[src/rtl/sfp_pkg.sv]
// Shared definitions for the sfp arithmetic blocks: packed word layout, limits
// and small helpers used by both the adder and the normaliser.
package sfp_pkg;

    localparam int SFP_W    = 26;
    localparam int EXP_W    = 8;
    localparam int FRA_W    = 17;
    localparam int EXP_BIAS = 127;
    localparam int EXP_MAX  = 254;

    localparam int SIGN_BIT = SFP_W - 1;
    localparam int EXP_MSB  = SFP_W - 2;
    localparam int EXP_LSB  = FRA_W;
    localparam int FRA_MSB  = FRA_W - 1;
    localparam int FRA_LSB  = 0;

    // Magnitude of the adder sum: hidden one at FRA_W plus one carry bit.
    localparam int MAG_W    = FRA_W + 2;
    localparam int POS_W    = 5;

    typedef logic [SFP_W-1:0] sfp_t;

    localparam sfp_t SFP_ZERO = '0;

    function automatic sfp_t sat_word(input logic sign);
        sfp_t w;
        w                   = '0;
        w[SIGN_BIT]         = sign;
        w[EXP_MSB:EXP_LSB]  = EXP_W'(EXP_MAX);
        w[FRA_MSB:FRA_LSB]  = '1;
        return w;
    endfunction

    function automatic sfp_t sfp_pack(input logic sign,
                                      input logic [EXP_W-1:0] expo,
                                      input logic [FRA_W-1:0] frac);
        return {sign, expo, frac};
    endfunction

endpackage

[src/rtl/sfp_lzd.sv]
// Combinational leading-one detector for the normaliser magnitude.
// Reports the bit index of the most significant set bit and a zero flag.
module sfp_lzd
    import sfp_pkg::*;
(
    input  logic [MAG_W-1:0] mag,
    output logic [POS_W-1:0] pos,
    output logic             zero
);

    logic [MAG_W-1:0] lead;

    // One-hot marker of the leading one: a bit wins only if nothing above it is set.
    generate
        for (genvar gi = 0; gi < MAG_W; gi++) begin : g_lead
            if (gi == MAG_W - 1) begin : g_top
                assign lead[gi] = mag[gi];
            end else begin : g_rest
                assign lead[gi] = mag[gi] & ~(|mag[MAG_W-1:gi+1]);
            end
        end
    endgenerate

    always_comb begin
        pos = '0;
        for (int i = 0; i < MAG_W; i++) begin
            if (lead[i]) begin
                pos = pos | POS_W'(i);
            end
        end
    end

    assign zero = ~(|mag);

endmodule

[src/rtl/sfp_norm.sv]
// Three-stage normalise/round stage behind sfp_add: magnitude, leading-one
// search, then shift or round-to-nearest-even with saturation and flush-to-zero.
module sfp_norm #(
    parameter int FRA_W   = 17,
    parameter int EXP_W   = 8,
    parameter int EXP_MAX = 254
) (
    input  logic                   i_clk,
    input  logic                   i_rst,
    input  logic                   i_req,
    input  logic [EXP_W-1:0]       i_exp,
    input  logic [FRA_W+2:0]       i_sum,
    output logic                   o_vld,
    output logic [FRA_W+EXP_W:0]   o_do,
    output logic                   o_ovf,
    output logic                   o_unf
);

    import sfp_pkg::sfp_t;
    import sfp_pkg::SFP_ZERO;
    import sfp_pkg::sat_word;
    import sfp_pkg::sfp_pack;

    localparam int SUM_W = FRA_W + 3;
    localparam int MAG_W = FRA_W + 2;
    localparam int POS_W = 5;
    localparam int E_W   = EXP_W + 2;

    // ---------------- P1: sign / magnitude ----------------
    logic             p1_vld_reg;
    logic             p1_sign_reg;
    logic [MAG_W-1:0] p1_mag_reg;
    logic [EXP_W-1:0] p1_exp_reg;
    logic [MAG_W-1:0] mag_next;

    assign mag_next = i_sum[SUM_W-1] ? MAG_W'(-i_sum) : i_sum[MAG_W-1:0];

    always_ff @(posedge i_clk or negedge i_rst) begin
        if (!i_rst) begin
            p1_vld_reg  <= 1'b0;
            p1_sign_reg <= 1'b0;
            p1_mag_reg  <= '0;
            p1_exp_reg  <= '0;
        end else begin
            p1_vld_reg <= i_req;
            if (i_req) begin
                p1_sign_reg <= i_sum[SUM_W-1];
                p1_mag_reg  <= mag_next;
                p1_exp_reg  <= i_exp;
            end
        end
    end

    // ---------------- P2: leading one and new exponent ----------------
    logic             p2_vld_reg;
    logic             p2_sign_reg;
    logic             p2_zero_reg;
    logic [MAG_W-1:0] p2_mag_reg;
    logic [POS_W-1:0] p2_pos_reg;
    logic [E_W-1:0]   p2_e_reg;
    logic [POS_W-1:0] lzd_pos;
    logic             lzd_zero;
    logic [E_W-1:0]   e_next;

    sfp_lzd u_lzd (
        .mag  (p1_mag_reg),
        .pos  (lzd_pos),
        .zero (lzd_zero)
    );

    // Two's-complement in E_W bits; range -17..256 fits without overflow.
    assign e_next = E_W'(p1_exp_reg) + E_W'(lzd_pos) - E_W'(FRA_W);

    always_ff @(posedge i_clk or negedge i_rst) begin
        if (!i_rst) begin
            p2_vld_reg  <= 1'b0;
            p2_sign_reg <= 1'b0;
            p2_zero_reg <= 1'b0;
            p2_mag_reg  <= '0;
            p2_pos_reg  <= '0;
            p2_e_reg    <= '0;
        end else begin
            p2_vld_reg <= p1_vld_reg;
            if (p1_vld_reg) begin
                p2_sign_reg <= p1_sign_reg;
                p2_zero_reg <= lzd_zero;
                p2_mag_reg  <= p1_mag_reg;
                p2_pos_reg  <= lzd_pos;
                p2_e_reg    <= e_next;
            end
        end
    end

    // ---------------- P3: shift / round, range check ----------------
    logic             on_top;
    logic [FRA_W:0]   rnd_sum;
    logic [POS_W-1:0] shamt;
    logic [FRA_W-1:0] frac_sh;
    logic [FRA_W-1:0] frac_next;
    logic [E_W-1:0]   e_fin;
    sfp_t             do_next;
    logic             ovf_next;
    logic             unf_next;

    assign on_top  = (p2_pos_reg == POS_W'(MAG_W - 1));
    // Only one bit drops off, so guard alone decides; ties go to the even lsb.
    assign rnd_sum = {1'b0, p2_mag_reg[FRA_W:1]}
                   + (FRA_W+1)'(p2_mag_reg[0] & p2_mag_reg[1]);
    assign shamt   = POS_W'(FRA_W) - p2_pos_reg;
    assign frac_sh = FRA_W'(p2_mag_reg << shamt);

    always_comb begin
        frac_next = frac_sh;
        e_fin     = p2_e_reg;
        if (on_top) begin
            frac_next = rnd_sum[FRA_W-1:0];
            e_fin     = p2_e_reg + E_W'(rnd_sum[FRA_W]);
        end
    end

    always_comb begin
        do_next  = SFP_ZERO;
        ovf_next = 1'b0;
        unf_next = 1'b0;
        if (p2_zero_reg) begin
            do_next = SFP_ZERO;
        end else if (e_fin[E_W-1] || (e_fin == '0)) begin
            unf_next = 1'b1;
        end else if (e_fin > E_W'(EXP_MAX)) begin
            do_next  = sat_word(p2_sign_reg);
            ovf_next = 1'b1;
        end else begin
            do_next = sfp_pack(p2_sign_reg, e_fin[EXP_W-1:0], frac_next);
        end
    end

    always_ff @(posedge i_clk or negedge i_rst) begin
        if (!i_rst) begin
            o_vld <= 1'b0;
            o_do  <= '0;
            o_ovf <= 1'b0;
            o_unf <= 1'b0;
        end else begin
            o_vld <= p2_vld_reg;
            if (p2_vld_reg) begin
                o_do  <= do_next;
                o_ovf <= ovf_next;
                o_unf <= unf_next;
            end
        end
    end

endmodule

[config.mk]
export PLATFORM = sky130hd
export DESIGN_NAME = sfp_norm
export DESIGN_NICKNAME = d
export VERILOG_FILES = /design/src/rtl/sfp_pkg.sv /design/src/rtl/sfp_lzd.sv /design/src/rtl/sfp_norm.sv
export SDC_FILE = /design/constraint.sdc
export NUM_CORES = 1
export LEC_CHECK = 0
export BUFFER_PORTS_ARGS = -buffer_cell sky130_fd_sc_hd__buf_2
export CORE_MARGIN = 2
export CORE_UTILIZATION = 35
export DETAILED_ROUTE_END_ITERATION = 10
export PLACE_DENSITY = 0.62
export RECOVER_POWER = 50
export SYNTH_ARGS = -nofsm -noshare
export SYNTH_HDL_FRONTEND = slang
export SYNTH_SLANG_ARGS = --single-unit
[constraint.sdc]
create_clock -name i_clk -period 4.7 [get_ports i_clk]
set_input_delay 0.94 -clock i_clk [delete_from_list [all_inputs] [get_ports i_clk]]
set_output_delay 0.94 -clock i_clk [all_outputs]
set_load 0.05 [all_outputs]
# After elaboration in Yosys (flattened, before gate mapping)
# Cells that the tools add are included.
# op_classes
n_lt_le_gt_ge	1
shift	1
muxes	29
bitwise	36
reduce_logical	19
n_eq_ne	1
add_sub_neg	6
# op_table
op	n
26-bit two-way mux	2
4-bit two-way mux	8
25-bit two-way mux	1
19-bit two-way mux	1
19-bit negator	1
19-bit OR reduction	1
19-bit by 5-bit left shift with 17-bit output	1
17-bit by 1-bit adder with 18-bit output	1
1-bit bitwise AND	18
1-bit inverter	18
17-bit two-way mux	1
17-bit OR reduction	1
16-bit OR reduction	1
5-bit two-way mux	3
15-bit OR reduction	1
14-bit OR reduction	1
13-bit OR reduction	1
3-bit two-way mux	4
12-bit OR reduction	1
11-bit OR reduction	1
10-bit by 1-bit adder with 10-bit output	1
10-bit by 8-bit > comparator with 1-bit output (second input constant)	1
10-bit logical NOT	1
10-bit two-way mux	1
other kinds (16)	22
# totals
regBits	95
output_inout_bits	29
inputBits	31

# Longest topological paths before layout
# logic_depth
ltp_word	23
mapped_depth	16
depth_no_buf	16

# Hierarchy
# A second synthesis with hierarchy kept.
# hier_totals
hier_cells	654
area_unflattened_um2	6316.1
# by_module_without_submodules
module	instances	area_per_inst_um2	cells_each
sfp_norm	1	6095.8	620
sfp_lzd	1	220.2	34

# Worst setup path before layout
# Ideal clock, no wire load.
# synth_path
path_type	flip-flop to flip-flop
startpoint	register p2_mag_reg[3]
endpoint	register o_do[11]
period_less_slack_ps	3185
stages_incl_launch_ff	16
n_path_buf	4
arrival_ps	3059
slack_ps	1515
path_cell_list	dfrtp_1 > clkbuf_1 > nand2_1 > or3_1 > clkbuf_1 > nor3_1 > ha_1 > ha_1 > clkbuf_1 > nand4_1 > nor4_2 > mux2i_1 > a2bb2oi_2 > buf_6 > a2111oi_4 > o2bb2ai_1
# synth_via
elab_chain_len	7
elab_cells_between_ends	11
cone_classes	2 x add/sub; 1 x order compare; 1 x shift; 5 x mux; 2 x reduce/logical
# synth_rtl
item	line_no	text
start: declaration	sfp_norm.sv:58	logic [MAG_W-1:0] p2_mag_reg;
start signal: assignment	sfp_norm.sv:87	p2_mag_reg <= p1_mag_reg;
17-bit by 1-bit adder with 18-bit output	sfp_norm.sv:108	+ (FRA_W+1)'(p2_mag_reg[0] & p2_mag_reg[1]);
10-bit by 1-bit adder with 10-bit output	sfp_norm.sv:117	e_fin = p2_e_reg + E_W'(rnd_sum[FRA_W]);
10-bit two-way mux	sfp_norm.sv:115	if (on_top) begin
10-bit by 8-bit > comparator with 1-bit output or 10-bit logical NOT (tied branches)	sfp_norm.sv:129, sfp_norm.sv:127	
25-bit two-way mux or 1-bit logical OR (tied branches)	sfp_norm.sv:129, sfp_norm.sv:127	
26-bit two-way mux (*)	sfp_norm.sv:127	end else if (e_fin[E_W-1] || (e_fin == '0)) begin
26-bit two-way mux (*)	sfp_norm.sv:125	if (p2_zero_reg) begin
end signal: assignment	sfp_norm.sv:146	o_do <= do_next;
end: declaration	sfp_norm.sv:14	output logic [FRA_W+EXP_W:0] o_do,
# Every way passes the cells marked *; elsewhere a longest branch is shown, timed or not.
# A chain may end at the register's enable or synchronous reset.

# Final worst setup path
# layout_path
startpoint	register p2_mag_reg[3]
endpoint	register o_do[9]
# The elaborated chain is that of the path after synthesis.

==> impl_metrics.py <==
metrics = {
    "grt": {
        "grt_usage_pct": 16.6,
        "grt_max_degree": 69,
        "antenna_found_initial": 0,
        "grt_pass1_vias": 4575,
        "overflow": 0,
        "grt_pass1_wl_um": 24700,
    },
    "placement": {
        "portBuffers": 59,
        "hpwl_um": 10900,
        "dp_cells": 913,
        "gp_congestion": 0.945,
    },
    "synthesis": {
        "synth_cells": 673,
        "synth_area_per_cell_um2": 9.30,
        "synth_ff_type": "dfrtp_1",
        "syn-cell-area_um2": 6260,
        "synth-edff-count": 0,
        "synthArstFlopShare_pct": 100,
        "ys_warn_count": 0,
        "syn_nets": 723,
        "synth_seq_cells": 94,
        "synth_seq_area_share_pct": 37.6,
        "synth_cell_types": 73,
    },
    "timing": {
        "drv_slew": 171,
        "maxSlewHeadroom_pct": -36.5,
        "final-setup-viol-count": 0,
        "min_period_ns": 4.03,
        "timing_worst_slew_pin_value_ns": 2.05,
        "fin_tns_setup_ns": 0,
        "hold_violations": 0,
        "fmax_mhz": 248,
        "fin_crit_sh_pct": 85.8,
        "clock_skew_ns": 0.00809,
        "rsz0062_at_grt": "no",
    },
    "routing": {
        "drt_iter0_drc": 366,
        "wl_per_cell_um": 16.0,
        "ant_nets": 0,
        "detail_route.wirelength_um": 14900,
        "viasPerCell": 5.43,
        "drc": 0,
        "dr.pass1.iters": 5,
        "num_vias": 5038,
    },
    "floorplanning": {
        "die_y_um": 138,
        "dieArea_um2": 19000,
        "fp.dieW_um": 138,
        "io_pins": 60,
        "initial_utilization_pct": 35.9,
        "num_rows": 48,
        "core_um2": 17400,
    },
    "final_layout": {
        "instances_no_fill": 928,
        "area_growth_pct": 10.7,
        "layout_common_cells": "dfrtp_1, buf_2, nor2_1, nand2_1, inv_1",
        "final_util_pct": 39.8,
        "final_common_cell": "dfrtp_1",
        "largest_reg_flops": 26,
        "diodes": 0,
        "drive_above_1_share_pct": 19.5,
        "final_nets": 749,
    },
    "hold_path": {
        "hold_path_class": "flop to flop",
        "whs_path_depth": 1,
    },
    "status": {
        "status": "finished with violations",
        "failed_checks": "max-capacitance violations, max-slew violations",
    },
    "cts": {
        "cts_inserted_buffers": 9,
        "cts.sinks": 94,
        "ctsHtreeMaxLevel": 3,
        "path_clk_slew_ns": 0.07,
        "cts_resized": 0,
        "postCtsSetupBuffers": 0,
        "clockBufferDepth": 2,
        "clockRootBuffer": "clkbuf_16",
        "clk_latency_ns": 0.35,
        "hold_buffers": 0,
        "cts_tree": "yes",
    },
    "worst_setup_path": {
        "crit_chain": "nand2_1 > or3_1 > nor3_1 > ha_1 > ha_1 > nand4_1 > nor4_2 > mux2i_1 > a2bb2oi_2 > a2111oi_0 > o2bb2ai_1",
        "cp_common_cell": "ha_1",
        "critPathKind": "flop to flop",
        "crit_required_ns": 4.97,
        "ff2ff_path_depth": 11,
        "start_kind": "flop",
        "cp.arrival_ns": 4.31,
        "critPathSlowestCell": "a2bb2oi_2",
        "worstSetupEndpointType": "flop",
        "worst_path_largest_cell_delay_ns": 0.94,
        "worstPathMaxFanout": 24,
    },
    "power_and_ir_drop": {
        "power_mw": 3.13,
        "peakVddDrop_v": 0.000353,
        "internal_power_mw": 1.82,
        "switching_share_pct": 41.9,
        "p_seq_share_pct": 37.9,
        "pwr-share-clk_pct": 23.1,
        "p_per_area_nw_per_um2": 452,
        "power_frac_comb_pct": 39.0,
        "power.leakage_nw": 2.83,
        "power_switching_mw": 1.31,
    },
    "flow_run": {
        "max_cap_viol_count": 4,
    },
}
## critical path, delay by kind of cell (launching register included)
kind	cells	cell delay, ns
mux	1	0.13
simple gates	5	1.17
compound gates	3	1.39
fa+ha+maj	2	0.74
flops	1	0.51
## per-layer routing
layer	vias up	share of wire, %	global-route usage (%)
li1	2489	-	-
met4	0	1.3	4.54
met2	178	40	22.9
met3	16	5.7	2.91
met5	-	0	0
met1	2355	53	26.1
## cells by family after synthesis
logic type      Yosys count  share of synthesized area [%]
compound gates          165                           18.9
xor+xnor                 49                           6.85
fa+ha+maj                19                           3.92
buf+inv                  92                           6.41
flops                    94                           37.6
mux                      50                           9.55
simple gates            204                           16.8
## cell usage after synthesis (3+ instances only)
cell | instances | share of area (%)
o21ai_0 | 34 | 2.7
ha_1 | 18 | 3.6
nand2b_1 | 5 | 0.50
nor2b_1 | 3 | 0.30
mux2_2 | 38 | 6.8
nand3b_1 | 3 | 0.36
a211o_1 | 4 | 0.56
clkbuf_1 | 31 | 1.9
o22ai_1 | 18 | 1.8
mux2i_1 | 8 | 1.3
o2bb2ai_1 | 23 | 3.2
inv_1 | 41 | 2.5
buf_2 | 8 | 0.64
a2111oi_0 | 4 | 0.56
a21oi_1 | 33 | 2.6
o32ai_1 | 4 | 0.56
nand4_1 | 8 | 0.80
nor3_1 | 23 | 1.8
or3_1 | 8 | 0.80
a2111oi_2 | 3 | 0.72
xor2_1 | 26 | 3.6
nand2_1 | 49 | 2.9
buf_6 | 4 | 0.72
buf_4 | 4 | 0.48
xnor2_1 | 23 | 3.2
o31ai_1 | 8 | 0.96
and3_1 | 6 | 0.60
nand3_1 | 18 | 1.4
mux4_2 | 4 | 1.4
o22a_1 | 3 | 0.42
dfrtp_1 | 94 | 38
o21ai_1 | 3 | 0.24
nor2_1 | 52 | 3.1
nor4_1 | 11 | 1.1
## final timing paths
path,from,endpoint,slack (ns)
max,p2_mag_reg[3],o_do[9],0.67
min,o_do[9],o_do[9],0.48
max reg2reg,p2_mag_reg[3],o_do[9],0.67
min reg2reg,o_do[9],o_do[9],0.48
max in group asynchronous,i_rst,o_do[20],1.59
min in group asynchronous,i_rst,o_do[22],1.02
## per-stage QoR
stage | setup slack, ns | hold WS (ns) | area [µm²]
finish | 0.665 | 0.477 | 6930
global route | 0.359 | 0.502 | 6930
CTS | 0.704 | 0.487 | 6940
detailed placement | 0.735 | 0.468 | 6650
global placement | 0.867 | 0.462 | 6650
floorplan | 1.52 | 0.352 | 6260
## power groups by stage
stage	clock network [mW]	logic, mW	registers [mW]
4_1_cts	0.742	1.22	1.18
3_3_place_gp	0	1.21	1.20
2_1_floorplan	0	0.782	1.34
6_report	0.722	1.22	1.19
3_5_place_dp	0	1.21	1.20
5_1_grt	0.771	1.33	1.22
## area by class of cell
class                      instances  area, µm²
clock buffer                      12        267
clock inverter                     3       26.3
fill                            1789      10500
inverter                          43        161
multi-input combinational        487       3520
sequential                        94       2350
tap                              225        282
timing repair buffer              64        324
Note: power is estimated with default switching activity, not from simulation.
